## config.mk

```make
export PLATFORM = sky130hd
export DESIGN_NAME = ring_counter_gen
export DESIGN_NICKNAME = d
export VERILOG_FILES = /design/src/rtl/ring_counter_gen.sv
export SDC_FILE = /design/constraint.sdc
export NUM_CORES = 1
export LEC_CHECK = 0
export ABC_CLOCK_PERIOD_IN_PS = 3400
export BUFFER_PORTS_ARGS = -buffer_cell sky130_fd_sc_hd__buf_2
export CAP_MARGIN = 20
export CORE_MARGIN = 2
export CORE_UTILIZATION = 50
export DETAILED_ROUTE_END_ITERATION = 7
export GPL_ROUTABILITY_DRIVEN = 0
export GPL_TIMING_DRIVEN = 0
export PLACE_DENSITY_LB_ADDON = 0.2
export SYNTH_ARGS = -nofsm -noshare
export SYNTH_HDL_FRONTEND = slang
export SYNTH_SLANG_ARGS = --single-unit
```

## constraint.sdc

```tcl
create_clock -name clk -period 3.4 [get_ports clk]
set_input_delay 0.17 -clock clk [delete_from_list [all_inputs] [get_ports clk]]
set_output_delay 0.17 -clock clk [all_outputs]
set_load 0.03 [all_outputs]
```

## src/rtl/ring_counter_gen.sv

```systemverilog
// Parametrised ring / Johnson counter used as a multi-phase sequencer.
// Illegal states (bad loads or upsets) snap back to the seed and pulse err.
module ring_counter_gen #(
   parameter int WIDTH = 4,
   parameter int MODE  = 0,
   parameter int PW    = $clog2(2 * WIDTH)
) (
   input  logic             clk,
   input  logic             reset,
   input  logic             en,
   input  logic             dir,
   input  logic             load,
   input  logic [WIDTH-1:0] load_value,
   output logic [WIDTH-1:0] count,
   output logic [PW-1:0]    phase,
   output logic             wrap,
   output logic             err
);

   localparam logic [WIDTH-1:0] SEED = (MODE == 0) ? WIDTH'(1) : '0;

   logic [WIDTH-1:0] nextCount;
   logic             nextWrap;
   logic             nextErr;

   // Ring states are one-hot; Johnson states have at most one 0/1 boundary.
   function automatic logic isLegal(input logic [WIDTH-1:0] c);
      int ones;
      int edges;
      ones  = 0;
      edges = 0;
      for (int i = 0; i < WIDTH; i++) begin
         if (c[i]) ones++;
      end
      for (int i = 0; i < WIDTH - 1; i++) begin
         if (c[i] != c[i+1]) edges++;
      end
      if (MODE == 0) return (ones == 1);
      else           return (edges <= 1);
   endfunction

   function automatic logic [WIDTH-1:0] stepCount(input logic [WIDTH-1:0] c, input logic right);
      logic [WIDTH-1:0] s;
      if (MODE == 0) begin
         if (right) s = {c[0], c[WIDTH-1:1]};
         else       s = {c[WIDTH-2:0], c[WIDTH-1]};
      end else begin
         if (right) s = {~c[0], c[WIDTH-1:1]};
         else       s = {c[WIDTH-2:0], ~c[WIDTH-1]};
      end
      return s;
   endfunction

   // Johnson states with bit 0 clear lie in the second half of the period.
   function automatic logic [PW-1:0] phaseOf(input logic [WIDTH-1:0] c);
      int idx;
      int ones;
      idx  = 0;
      ones = 0;
      for (int i = 0; i < WIDTH; i++) begin
         if (c[i]) begin
            idx = i;
            ones++;
         end
      end
      if (MODE == 0)                   return PW'(idx);
      else if (c[0] || (c == '0))      return PW'(ones);
      else                             return PW'(2 * WIDTH - ones);
   endfunction

   // Load beats correction, correction beats stepping; wrap only from a real step.
   always_comb begin
      nextCount = count;
      nextWrap  = 1'b0;
      nextErr   = 1'b0;
      if (load) begin
         if (isLegal(load_value)) begin
            nextCount = load_value;
         end else begin
            nextCount = SEED;
            nextErr   = 1'b1;
         end
      end else if (!isLegal(count)) begin
         nextCount = SEED;
         nextErr   = 1'b1;
      end else if (en) begin
         nextCount = stepCount(count, dir);
         nextWrap  = (stepCount(count, dir) == SEED);
      end
   end

   // Phase is derived from the next state so it always matches count.
   always_ff @(posedge clk or posedge reset) begin
      if (reset) begin
         count <= SEED;
         phase <= '0;
         wrap  <= 1'b0;
         err   <= 1'b0;
      end else begin
         count <= nextCount;
         phase <= phaseOf(nextCount);
         wrap  <= nextWrap;
         err   <= nextErr;
      end
   end

endmodule

```

==> flow_summary.ini <==
[floorplan]
rows = 13
die_x_um = 41.0
initial_core_util_pct = 53.3
core_area_sq_um = 1280
die_area_sq_um = 1680
io_pins = 18
die_h_um = 41.0

[route]
remaining_drc_errors = 0
num_vias = 549
viasPerCell = 5.04
drtIter0Drc = 3
drt_pass1_iterations = 3
wire_per_inst_um = 10.5
drtAntennaViolNets = 0
wirelength_um = 1150

[clock_tree]
post-cts-setup-buffers = 0
cts_buffer_depth = 2
clk_pin_slew_ns = 0.06
cts_tree = yes
numCtsBuffers = 3
worstSkewPairLatency_ns = 0.25
cts_max_level = 1
clock_sinks = 8
clockRootBuffer = clkbuf_4

[synthesis]
synth-edff-count = 0
ys_warn_count = 0
syn_area_sq_um = 684
synth-seq-cells = 8
seq_area_frac_synth_pct = 29.4
netlist_instances = 76
ys.flop_type = dfrtp_1
async_flop_share_pct = 100
syn_area_per_cell_sq_um = 9.01
syn_nets = 91
synth.distinct_cells = 34

[layout]
fin_area_sq_um = 805
fin_nets = 110
diodes = 0
drive_gt1_share_pct = 26.6
stdcell_count = 109
syn2layout_area_growth_pct = 17.6
n_fill_cell = 117

[critical_path]
worstPathMaxFanout = 7
crit_path_cell_trace = inv_1 -> ha_1 -> xor2_1 -> ha_1 -> nor2b_4 -> mux4_2 -> nand3b_4 -> o2bb2ai_1 -> or2_1
slowest_stage = dfstp_2
crit_type = reg2reg
startpoint_type = register
cp_top_family = adder cells
worstPathRequired_ns = 3.53
path_buf_inv = 1
arrival_ns = 2.76
cp_common_cell = ha_1
crit_path_end_kind = register
cpPeakStageDelay_ns = 0.57

[timing]
setup_tns_ns = 0
timing.fmax_mhz = 381
finalCritPeriodShare_pct = 77.2
rsz0062_at_grt = no
maxSlewViolCount = 0
setup_viol = 0
hold_viol_final = 0
post-route-min-period_ns = 2.63
hold_slack_ns = 0.176
clock_skew_ns = 0.00367

[run]
drv_cap = 0

[hold_path]
hold_class = in2reg

[placement]
placed_area_sq_um = 768
dpl.cell_count = 104
portBuffers = 13
dpl.hpwl_um = 957

[power_and_ir_drop]
power_density_nw_per_um2 = 739
finalPower_w = 0.000595
p_leak_nw = 0.404
ir_drop_v = 0.000333

[global_routing]
grt_pass1_vias = 486
grt_pass1_wl_um = 1880
antenna_found_initial = 0
grt_usage_pct = 17.1
grt_overflow_total = 0
grt_max_degree = 11

[run_status]
status = finished, final reports clean
repair_timing:
item | 4_1_cts | 5_1_grt
endpoints found under the hold margin | 7 | 0
resized for setup | 0 | 0
hold buffers | 1 | 0
cell families (layout without fill, tap and decap cells):
| kind of cell | Yosys count | count (layout) | share of synthesized area [%] |
|---|---|---|---|
| AO/OA/AOI/OAI | 15 | 15 | 16.5 |
| XOR/XNOR | 4 | 4 | 5.12 |
| adder cells (fa/ha/maj) | 6 | 6 | 11.0 |
| buffers and inverters | 13 | 31 | 9.32 |
| flip-flops | 8 | 8 | 29.4 |
| multiplexers | 2 | 2 | 4.75 |
| other | 1 | 1 | 0.548 |
| AND/OR/NAND/NOR | 27 | 27 | 23.4 |
per-layer routing:
layer	up-vias	routed length (um)	track usage [%]	share of wire, %
met1	248	546	21.1	48
li1	293	-	-	-
met3	0	26	4.89	2.3
met5	-	0	0	0
met4	0	0	5.00	0
met2	8	573	28.5	50
worst register-to-register path, delay by kind of cell (launching register included):
kind	cells	cell delay, ns
flops	1	0.57
simple gates	3	0.42
xor+xnor	1	0.18
fa+ha+maj	2	0.68
buf+inv	1	0.08
compound gates	1	0.11
mux	1	0.49
state kept, by name, indices dropped and copies added, names as in the netlist:
name   cells
phase      2
wrap       1
count      4
err        1
report_power, final:
part,switching (W),internal [W],leakage (nW)
Sequential,0.0000263,0.000131,0.101
Clock,0.0000320,0.0000449,0.0150
Combinational,0.000214,0.000146,0.288
area by class of cell:
cell class                      instances  area (sq um)  area share (%)
Multi-Input combinational cell         55           419            52.1
Clock buffer                            4          26.3            3.27
Sequential cell                         8           201            25.0
Timing Repair Buffer                   14          75.1            9.33
Inverter                                8          30.0            3.73
Buffer                                  5          33.8            4.20
Tap cell                               15          18.8            2.33
Yosys cell counts, types with 2 or more instances:
library cell | instances | area share (%)
a21oi_1 | 2 | 1.5
nand3_1 | 3 | 2.2
xnor2_1 | 2 | 2.6
o21ai_0 | 4 | 2.9
nor2_1 | 7 | 3.8
nand2_1 | 7 | 3.8
xor2_1 | 2 | 2.6
nand3b_1 | 2 | 2.2
ha_1 | 6 | 11
dfrtp_1 | 7 | 26
clkbuf_1 | 2 | 1.1
buf_4 | 2 | 2.2
inv_1 | 8 | 4.4
o211ai_1 | 2 | 2.2
layout by cell type (no fill, tap or decap), types with 2 or more instances in the layout:
cell,n
buf_2,13
inv_1,8
nor2_1,7
nand2_1,7
dfrtp_1,7
ha_1,6
o21ai_0,4
nand3_1,3
clkbuf_1,3
clkbuf_4,3
xor2_1,2
buf_4,2
a21oi_1,2
nand3b_1,2
xnor2_1,2
o211ai_1,2
metrics by stage:
step | utilization, % | setup slack (ns)
detailed placement | 59.8 | 0.771
finish | 62.6 | 0.774
CTS | 62.6 | 0.758
global placement | 59.8 | 0.798
floorplan | - | 0.783
global route | 62.6 | 0.652
path summary, 6_finish.rpt:
check	start	end	slack, ns	cells past startpoint
max	count[0]$_DFFE_PP1P_	phase[1]$_DFF_PP0_	0.77	9
min	load_value[1]	count[1]$_DFF_PP0_	0.18	3
max reg2reg	count[0]$_DFFE_PP1P_	phase[1]$_DFF_PP0_	0.77	9
min reg2reg	count[0]$_DFFE_PP1P_	count[0]$_DFFE_PP1P_	0.58	2
max in group asynchronous	reset	count[0]$_DFFE_PP1P_	2.71	3
min in group asynchronous	reset	count[2]$_DFF_PP0_	0.40	3
Power figures use the tool's default switching activity.
